File: config.mk
export PLATFORM = sky130hd
export DESIGN_NAME = altpcierd_cdma_rx_dispatch
export DESIGN_NICKNAME = d
export VERILOG_FILES = /design/src/rtl/altpcierd_cdma_rx_dispatch.sv
export SDC_FILE = /design/constraint.sdc
export NUM_CORES = 1
export LEC_CHECK = 0
export BUFFER_PORTS_ARGS = -buffer_cell sky130_fd_sc_hd__clkbuf_2
export CORE_AREA = 10 10 258 260
export CTS_CLUSTER_SIZE = 30
export DETAILED_ROUTE_END_ITERATION = 8
export DIE_AREA = 0 0 268 270
export PLACE_DENSITY = 0.46
export RECOVER_POWER = 50
export SETUP_SLACK_MARGIN = 0.5
export SLEW_MARGIN = 25
export SYNTH_ARGS = -nofsm -noshare
export SYNTH_HDL_FRONTEND = slang
export SYNTH_SLANG_ARGS = --single-unit
File: constraint.sdc
create_clock -name clk_in -period 24.6 [get_ports clk_in]
set_input_delay 1.23 -clock clk_in [delete_from_list [all_inputs] [get_ports clk_in]]
set_output_delay 1.23 -clock clk_in [all_outputs]
set_load 0.02 [all_outputs]
File: src/rtl/altpcierd_cdma_rx_dispatch.sv
// altpcierd_cdma_rx_dispatch
//   RX TLP dispatcher for the chaining DMA application. Decodes each TLP
//   descriptor from the RX adapter and steers it to the completion client
//   (Cpl/CplD) or the target client (MRd/MRdLk/MWr). It discards all other TLP
//   types itself, and discards any TLP whose client does not acknowledge it
//   within ACK_TIMEOUT cycles.
//
// Parameters
//   ACK_TIMEOUT   cycles a client may hold off its ack; 0 disables the timeout
//
// Ports
//   clk_in, srst                  clock, async active-high reset
//   rx_req/rx_desc/rx_ack/rx_ws   descriptor handshake with the RX adapter
//   rx_dfr/rx_dv/rx_data/rx_be    payload from the RX adapter
//   cpl_* / tgt_*                 client request/ack/ws and 1-cycle payload
//   drop_pulse                    one pulse per discarded TLP
//   cpl_cnt/tgt_cnt/drop_cnt      saturating statistics
//
// Build option
//   CDMA_RX_DISPATCH_STATS_EN     builds the statistics counters; without it
//                                 the three count outputs are tied to 0.
module altpcierd_cdma_rx_dispatch #(
  parameter int ACK_TIMEOUT = 255
) (
  input  logic         clk_in,
  input  logic         srst,
  input  logic         rx_req,
  input  logic [135:0] rx_desc,
  input  logic         rx_dfr,
  input  logic         rx_dv,
  input  logic [63:0]  rx_data,
  input  logic [7:0]   rx_be,
  output logic         rx_ack,
  output logic         rx_ws,
  output logic         cpl_req,
  output logic [135:0] cpl_desc,
  input  logic         cpl_ack,
  input  logic         cpl_ws,
  output logic         cpl_dv,
  output logic         cpl_dfr,
  output logic [63:0]  cpl_data,
  output logic [7:0]   cpl_be,
  output logic         tgt_req,
  output logic [135:0] tgt_desc,
  input  logic         tgt_ack,
  input  logic         tgt_ws,
  output logic         tgt_dv,
  output logic         tgt_dfr,
  output logic [63:0]  tgt_data,
  output logic [7:0]   tgt_be,
  output logic         drop_pulse,
  output logic [15:0]  cpl_cnt,
  output logic [15:0]  tgt_cnt,
  output logic [15:0]  drop_cnt
);

  // Counter only needs to reach ACK_TIMEOUT-1.
  localparam int TW = (ACK_TIMEOUT > 1) ? $clog2(ACK_TIMEOUT) : 1;
  localparam logic [TW-1:0] TMO_LAST = TW'(ACK_TIMEOUT - 1);

  typedef enum logic [2:0] {S_IDLE, S_FWD, S_DATA, S_DISCARD, S_RELEASE} state_t;

  typedef struct packed {
    logic        dv;
    logic        dfr;
    logic [63:0] data;
    logic [7:0]  be;
  } beat_t;

  state_t        state, state_nxt;
  logic          sel_cpl;     // 1: completion client, 0: target client
  logic          has_pl;
  logic [TW-1:0] tmo_cnt;
  beat_t         rx_beat, cpl_q, tgt_q;

  logic [4:0] rx_type;
  logic       is_cpl, is_tgt;
  logic       sel_ack, sel_ws, tmo_hit, pl_done;
  logic       accept, enter_drop;

  assign rx_type = rx_desc[124:120];
  assign is_cpl  = (rx_type == 5'b01010);
  assign is_tgt  = (rx_type[4:1] == 4'b0000);
  assign sel_ack = sel_cpl ? cpl_ack : tgt_ack;
  assign sel_ws  = sel_cpl ? cpl_ws  : tgt_ws;
  assign tmo_hit = (ACK_TIMEOUT != 0) && (tmo_cnt == TMO_LAST);
  assign pl_done = !rx_dfr && !rx_dv;
  assign rx_beat = '{dv: rx_dv, dfr: rx_dfr, data: rx_data, be: rx_be};

  // An ack always beats a coincident timeout expiry.
  assign accept     = (state == S_FWD) && sel_ack;
  assign enter_drop = ((state == S_IDLE) && rx_req && !(is_cpl || is_tgt)) ||
                      ((state == S_FWD) && !sel_ack && tmo_hit);

  always_comb begin
    state_nxt = state;
    rx_ws     = 1'b1;
    cpl_req   = 1'b0;
    tgt_req   = 1'b0;
    case (state)
      S_IDLE:    if (rx_req) state_nxt = (is_cpl || is_tgt) ? S_FWD : S_DISCARD;
      S_FWD: begin
        cpl_req = sel_cpl;
        tgt_req = !sel_cpl;
        if (sel_ack)      state_nxt = has_pl ? S_DATA : S_RELEASE;
        else if (tmo_hit) state_nxt = S_DISCARD;
      end
      S_DATA: begin
        // Combinational so the adapter's registered ready sees no extra delay.
        rx_ws = sel_ws;
        if (pl_done) state_nxt = S_RELEASE;
      end
      S_DISCARD: begin
        rx_ws = 1'b0;
        if (pl_done) state_nxt = S_RELEASE;
      end
      // Hold until the adapter drops rx_req so one descriptor is never taken twice.
      S_RELEASE: if (!rx_req) state_nxt = S_IDLE;
      default:   state_nxt = S_IDLE;
    endcase
  end

  always_ff @(posedge clk_in or posedge srst) begin
    if (srst) begin
      state      <= S_IDLE;
      sel_cpl    <= 1'b0;
      has_pl     <= 1'b0;
      tmo_cnt    <= '0;
      rx_ack     <= 1'b0;
      drop_pulse <= 1'b0;
      cpl_desc   <= '0;
      tgt_desc   <= '0;
      cpl_q      <= '0;
      tgt_q      <= '0;
    end else begin
      state      <= state_nxt;
      rx_ack     <= accept || enter_drop;
      drop_pulse <= enter_drop;
      tmo_cnt    <= (state == S_FWD) ? tmo_cnt + 1'b1 : '0;
      if (state == S_IDLE && rx_req) begin
        sel_cpl <= is_cpl;
        has_pl  <= rx_desc[126];
        if (is_cpl) cpl_desc <= rx_desc;
        if (is_tgt) tgt_desc <= rx_desc;
      end
      cpl_q <= (state == S_DATA &&  sel_cpl) ? rx_beat : '0;
      tgt_q <= (state == S_DATA && !sel_cpl) ? rx_beat : '0;
    end
  end

  assign cpl_dv   = cpl_q.dv;
  assign cpl_dfr  = cpl_q.dfr;
  assign cpl_data = cpl_q.data;
  assign cpl_be   = cpl_q.be;
  assign tgt_dv   = tgt_q.dv;
  assign tgt_dfr  = tgt_q.dfr;
  assign tgt_data = tgt_q.data;
  assign tgt_be   = tgt_q.be;

`ifdef CDMA_RX_DISPATCH_STATS_EN
  // Bumped on the same edge that raises rx_ack, by outcome; saturating.
  always_ff @(posedge clk_in or posedge srst) begin
    if (srst) begin
      cpl_cnt  <= '0;
      tgt_cnt  <= '0;
      drop_cnt <= '0;
    end else begin
      if (accept &&  sel_cpl && cpl_cnt  != 16'hFFFF) cpl_cnt  <= cpl_cnt  + 16'd1;
      if (accept && !sel_cpl && tgt_cnt  != 16'hFFFF) tgt_cnt  <= tgt_cnt  + 16'd1;
      if (enter_drop         && drop_cnt != 16'hFFFF) drop_cnt <= drop_cnt + 16'd1;
    end
  end
`else
  assign cpl_cnt  = 16'h0;
  assign tgt_cnt  = 16'h0;
  assign drop_cnt = 16'h0;
`endif

endmodule
==> results of run 1 <==
==> kinds of logic after synthesis <==
group	Yosys count	share of synthesized area (%)
fa+ha+maj	2	0.1555
xor+xnor	7	0.3810
flops	435	67.64
other cells	1	0.02330
buf+inv	100	4.447
compound gates	12	0.4743
simple gates	194	7.363
mux	267	19.51
==> path summary, 6_finish.rpt <==
kind | from | endpoint | slack (ns) | depth (start not counted)
setup / recovery | srst | tgt_desc[48] | 17.51 | 3
hold / removal | cpl_desc[121] | cpl_desc[121] | 0.47 | 1
setup reg to reg | state[0] | cpl_desc[67] | 20.61 | 6
hold reg to reg | cpl_desc[121] | cpl_desc[121] | 0.47 | 1
max in group clk_in | rx_req | cpl_desc[67] | 20.37 | 7
min in group asynchronous | srst | cpl_data[15] | 2.08 | 2
==> through the flow <==
step | worst slack [ns] | area, um^2 | power, mW | util (%)
2_1_floorplan | 11.25 | 16270 | 1.495 | -
3_3_place_gp | 20.31 | 19880 | 1.835 | 32.45
3_5_place_dp | 20.30 | 19910 | 1.847 | 32.50
4_1_cts | 20.92 | 21660 | 2.648 | 35.36
5_1_grt | 16.08 | 21240 | 2.707 | 34.67
6_report | 17.51 | 21250 | 2.562 | 34.68
==> power breakdown <==
group          switching (mW)  leakage [nW]  total, mW  internal [mW]
Sequential              0.107          5.89       1.02          0.915
Clock                   0.294         0.853      0.782          0.488
Combinational           0.494          4.20      0.758          0.264
Total                   0.896          10.9       2.56           1.67
==> worst max-delay path, stage by stage <==
cell and delay (ns):
clkbuf_2 0.09, clkinvlp_2 2.59, clkbuf_1 2.83
==> cell type report <==
cell class	count	area [um^2]	share of cell area, %
tap	790	988.4	4.653
antenna	4	10.01	0.04711
multi-input combinational	530	4667	21.97
sequential	435	10890	51.24
timing repair buffer	652	2922	13.75
inverter	4	16.27	0.07656
clock buffer	79	1574	7.409
clock inverter	10	182.7	0.8598
==> synthesized netlist by cell type (all sizes together) (2+ instances only) <==
cell type    n
and2       156
and4         2
buf         79
clkbuf      17
dfrtp      435
ha           2
inv          4
mux2       266
nand2        6
nand2b       4
nand3        3
nor2        15
nor3         2
o21ai        6
xor2         6
==> sequential cells by signal (all words and copies together) (netlist names) <==
register	flops
cpl_dfr	1
cpl_data	64
tgt_be	8
cpl_dv	1
drop_pulse	1
has_pl	1
tgt_dv	1
tgt_data	64
sel_cpl	1
rx_ack	1
cpl_be	8
tmo_cnt	8
tgt_dfr	1
cpl_desc	136
state	3
tgt_desc	136
==> per-layer routing <==
metal	global-route usage [%]	wire (um)
met1	14.76	18490
met2	25.59	27280
met3	6.927	6495
met4	4.252	1159
met5	0	31
==> cells in the final DEF, fill, tap and decap left out, types with 2 or more instances in the layout <==
cell type   instances
nand2_1             5
xor2_1              6
buf_6               2
clkbuf_1          316
nand2b_1            4
mux2_2            218
and2_1             91
nor2_1             15
dfrtp_1           435
o21ai_0             6
and2_0             65
mux2_1             12
clkbuf_16          53
clkinvlp_4          3
mux2_4             36
nor3_1              2
ha_1                2
buf_4               5
clkbuf_8           15
clkinv_2            2
conb_1             48
diode_2             4
and4_1              2
nand3_1             3
clkbuf_2          339
inv_1               3
bufinv_16           5
==> metrics.md, run 1 <==
| Metric | Value |
|---|---|
| Lkg Pwr | about 11 nW |
| Syn avg cell area | 15.81 um^2 |
| DP HPWL | ~41000 um |
| Avg Vias per Cell | around 4.1 |
| Wire length per cell | ~21 um |
| Root Driver | clkbuf_16 |
| Netlist cell types | 36 |
| Startpoint Class | input port |
| Critical Path Fanout Max | ~110 |
| Antenna violations before repair | 4 |
| Worst-Margin Slew | ~4.7 ns |
| Setup crit end kind | async pin |
| CTS Buf Count | slightly above 50 |
| Maxcap violations | 5 |
| Post-CTS Resized | 0 |
| Routed Antenna Nets | 0 |
| Top Ports | just under 700 |
| Global-route wire length before repair | 78670 um |
| Fin Hold WS | ~0.47 ns |
| Peak supply drop | ~63 uV |
| Num Clock Sinks | around 440 |
| Synth area leaders | dfrtp_1, mux2_2, and2_1, mux2_4, buf_4 |
| Final worst path period need | 7.087 ns |
| Post-Route WL | approximately 53000 um |
| Vias | 10250 |
| Core ar. | slightly above 0.06 mm^2 |
| Status | finished, violations left |
| Area Overhead vs Synth | 32.02% |
| Drt first-iter violations | 421 |
| Die ar. | around 0.072 mm^2 |
| Final hold violations | 0 |
| Syn Inst Count | 1018 |
| Arr. time, crit path | roughly 7 ns |
| GPL Wtd Cong | 0.8216 |
| Detailed Routing Iterations Pass 1 | 4 |
| Req. time, crit path | 24.39 ns |
| Final Cycle Share | 28.81% |
| Die width | between 200 and 300 um |
| Cell area after synthesis | approximately 0.016 mm^2 |
| Register area share after synthesis | 67.64% |
| Synth top area share | 67.64% |
| Largest net degree at the start of global routing | about 110 |
| Number of post-CTS setup repair buffers | 0 |
| Final std cells w/o fill | 2504 |
| RSZ-0062 raised after global routing | false |
| Port buffer count | about 640 |
| Final setup fails | 0 |
| Number of synthesized flops with an enable pin | 0 |
| Max Buffers Root-to-Sink | 3 |
| Min-Delay Path Class | reg2reg |
| NumNets Final | 1893 |
| Yosys warnings | 0 |
| Vias in the first global route | 11670 |
| Fillers | 6276 |
| Dominant cell type by area after synthesis | dfrtp_1 |
| Post-CTS Hold Fix Bufs | 0 |
| Kind of critical path | in2async |
| Slew margin rel. | -211.8% |
| Placed Instances | between 2000 and 2500 |
| Fmax | ~140 MHz |
| DRC | 0 |
| PwrDens | roughly 120 mW/mm^2 |
| GRT Total Usage | between 10% and 20% |
| GRT overflow | 0 |
| Initial core utilization | between 20% and 30% |
| Clk slew on worst S/H paths | 0.05 ns |
| # rows | 91 |
| #FFs+latches synth | between 400 and 500 |
| H-tree levels | 2 |
| Clk_lat worst skew | 0.57 ns |
| Clock skew | between 0.01 and 0.015 ns |
| Ys flop type | dfrtp_1 |
| Chip Height | between 200 and 300 um |
| Async S/R FF share, synth | 100.0% |
| CTS tree | yes |
| Failing checks | max-capacitance violations, max-slew violations |
| Ratio of cells with drive above 1 in the final layout | 39.82% |
| Slew Limit Fails | roughly 330 |
| Setup TNS | 0 ns |
No activity file was read; power rests on OpenSTA's default activity.
==> run 2: changes to the inputs <==
--- a/config.mk
+++ b/config.mk
@@ -10,7 +10,7 @@
 export CTS_CLUSTER_SIZE = 30
 export DETAILED_ROUTE_END_ITERATION = 8
 export DIE_AREA = 0 0 268 270
-export PLACE_DENSITY = 0.46
+export PLACE_DENSITY = 0.48
 export RECOVER_POWER = 50
 export SETUP_SLACK_MARGIN = 0.5
 export SLEW_MARGIN = 25
==> constraint.sdc (replaced) <==
create_clock -name clk_in -period 6.16 [get_ports clk_in]
set_input_delay 0.308 -clock clk_in [delete_from_list [all_inputs] [get_ports clk_in]]
set_output_delay 0.308 -clock clk_in [all_outputs]
set_load 0.02 [all_outputs]
==> run 2 against run 1 <==
Net effect:
- combinational power grew to 4.1 times the previous value
- the flow still finishes with violations (max-capacitance violations, max-slew violations)
- non-clock buffer count is 192 higher
- first-iteration DRC count is 28% higher
- largest power group unchanged
- die area stayed put
- wire length is 1.9% higher
- highest routed layer is now met4
- clock power grew to 3.6 times the previous value
==> metrics.md, run 2 (synthesis gave the netlist of run 1 again) <==
| Metric | Value |
|---|---|
| CP cell instances | dlygate4sd3_1, clkbuf_2, clkinvlp_2, clkbuf_1 (was clkbuf_2, clkinvlp_2, clkbuf_1) |
| Post-Route WL | 54460 um (was 53460 um) |
| Final setup fails | 0 (unchanged) |
| Clock skew | 0.01424 ns (was 0.01107 ns) |
| Critical Path Fanout Max | 53 (was 106) |
| Fmax | ~280 MHz |
| Antenna violations before repair | 0 (was 4) |
| Final worst path period need | 3.623 ns |
| Initial core utilization | 26.27% (unchanged) |
| Slew margin rel. | -101.9% (was -211.8%) |
| Max Buffers Root-to-Sink | 3 (unchanged) |
| RSZ-0062 raised after global routing | false (unchanged) |
| Area Overhead vs Synth | 42.08% (was 32.02%) |
| CTS tree | yes (unchanged) |
| Slowest CP cell | clkbuf_1 (unchanged) |
| CP delay by family, top | buffers and inverters (unchanged) |
| Lkg Pwr | 11.35 nW (was 10.94 nW) |
| Root Driver | clkbuf_16 (unchanged) |
| Die ar. | 0.07236 mm^2 (unchanged) |
| Ratio of cells with drive above 1 in the final layout | 29.40% (was 39.82%) |
| Chip Height | 270 um (unchanged) |
| Final std cells w/o fill | 2688 (was 2504) |
| Top Ports | 690 (unchanged) |
| Min-Delay Path Class | in2reg (was reg2reg) |
| Slowest stage delay, CP | 2.17 ns (was 2.83 ns) |
| Largest net degree at the start of global routing | 161 (was 107) |
| Setup crit end kind | async pin (unchanged) |
| Worst-Margin Slew | 3.029 ns (was 4.651 ns) |
| Worst Path Buf+Inv | 4 (was 3) |
| Vias in the first global route | 12400 (was 11670) |
| Final core occ | 37.33% (was 34.68%) |
| Status | finished, violations left (unchanged) |
| NumNets Final | 2082 (was 1893) |
| Maxcap violations | 2 (was 5) |
| Slew Limit Fails | 86 (was 331) |
| Clk_lat worst skew | 0.56 ns (was 0.57 ns) |
| Port buffer count | 641 (unchanged) |
| Final Cycle Share | between 50% and 60% |
| DP HPWL | 40630 um (was 40830 um) |
| Routed Antenna Nets | 0 (unchanged) |
| Req. time, crit path | 6.15 ns (was 24.39 ns) |
| Startpoint Class | input port (unchanged) |
| Global-route wire length before repair | 81510 um (was 78670 um) |
| Avg Vias per Cell | 4.137 (was 4.095) |
| Vias | 11120 (was 10250) |
| PwrDens | 437.0 mW/mm^2 (was 120.6 mW/mm^2) |
| Detailed Routing Iterations Pass 1 | 4 (unchanged) |
| Arr. time, crit path | 3.62 ns (was 6.88 ns) |
| GRT overflow | 0 (unchanged) |
| Drt first-iter violations | 540 (was 421) |
| Ant. Diodes | 0 (was 4) |
| Kind of critical path | in2async (unchanged) |
| Placed Instances | 2409 (was 2411) |
| Largest registers | cpl_desc (136), tgt_desc (136) (unchanged) |
| Fillers | 6115 (was 6276) |
| Clk slew on worst S/H paths | 0.06 ns (was 0.05 ns) |
| Final hold violations | 0 (unchanged) |
| Post-CTS Resized | 0 (unchanged) |
| Die width | 268 um (unchanged) |
| Most frequent cells in the layout | clkbuf_1, dfrtp_1, clkbuf_2 (was dfrtp_1, clkbuf_2, clkbuf_1) |
| Num Clock Sinks | 435 (unchanged) |
| H-tree levels | 2 (unchanged) |
| GRT Total Usage | 14.66% (was 14.43%) |
| Commonest non-fill, non-tap cell in the layout | clkbuf_1 (was dfrtp_1) |
| GPL Wtd Cong | 0.8332 (was 0.8216) |
| Core ar. | 0.06126 mm^2 (unchanged) |
| Peak supply drop | 246.6 uV (was 62.64 uV) |
| Wire length per cell | 20.26 um (was 21.35 um) |
| # rows | 91 (unchanged) |
| CTS Buf Count | 48 (was 51) |
| Failing checks | max-capacitance violations, max-slew violations (unchanged) |
| DRC | 0 (unchanged) |
## run 2: changes by cell type in the layout (fill, tap and decap cells not counted), moves of 3 or more
cell and delta:
dlygate4sd3_1 +193, clkbuf_1 +121, clkbuf_2 -119, and2_0 -65, and2_1 +65, clkbuf_8 -4
diode_2 -4, bufinv_16 -3, clkbuf_16 -3, clkinv_2 +3
## run 2: routing by layer
layer / global-route usage (%) / vias up / part of all wire, %
met4: 4.059 / 0 / 2.5
met3: 6.363 / 73 / 10
met5: 0 / - / 0
met2: 25.25 / 453 / 49
li1: - / 5002 / -
met1: 16.16 / 5593 / 38
## run 2: per-stage QoR
step | total power, mW | cell area [um^2] | worst slack, ns | hold slack, ns | TNS [ns]
floorplan | 5.973 | 16270 | -0.02331 | 0.4248 | -10.14
global placement | 7.302 | 19910 | 3.233 | 0.4493 | 0
detailed placement | 7.346 | 19910 | 3.172 | 0.4644 | 0
CTS | 10.38 | 23400 | 3.139 | 0.0003820 | 0
global route | 10.55 | 22860 | 1.819 | 0.003114 | 0
finish | 9.993 | 22860 | 2.537 | 0.03625 | 0
## run 2: where the power goes
part | internal [mW] | switching, mW | total (mW)
Sequential | 3.65 | 0.409 | 4.06
Combinational | 1.06 | 2.02 | 3.08
Clock | 1.70 | 1.15 | 2.85
## run 2: cell type report
type                            instances  area (um^2)  area share (%)
Timing Repair Buffer                  844         4718           20.64
Inverter                                4        16.27         0.07114
Tap cell                              790        988.4           4.323
Sequential cell                       435        10890           47.61
Clock inverter                         10        116.4          0.5089
Multi-Input combinational cell        530         4684           20.49
Clock buffer                           75         1455           6.364
## run 2: path summary, 6_finish.rpt
kind | from | to | slack [ns] | cells past startpoint
setup / recovery | srst | cpl_desc[130] | 2.54 | 4
setup reg to reg | state[0] | tgt_desc[2] | 2.87 | 5
max in group clk_in | state[0] | tgt_desc[2] | 2.87 | 5
min in group asynchronous | srst | cpl_desc[108] | 0.35 | 3
hold reg to reg | cpl_desc[123] | cpl_desc[123] | 0.47 | 1
hold / removal | rx_desc[79] | cpl_desc[79] | 0.04 | 2
## run 2: timing repair
item,CTS,global route
hold endpoints to repair,414,1
endpoints found under the setup margin,0,0
setup buffers,0,0
hold buffers,192,1
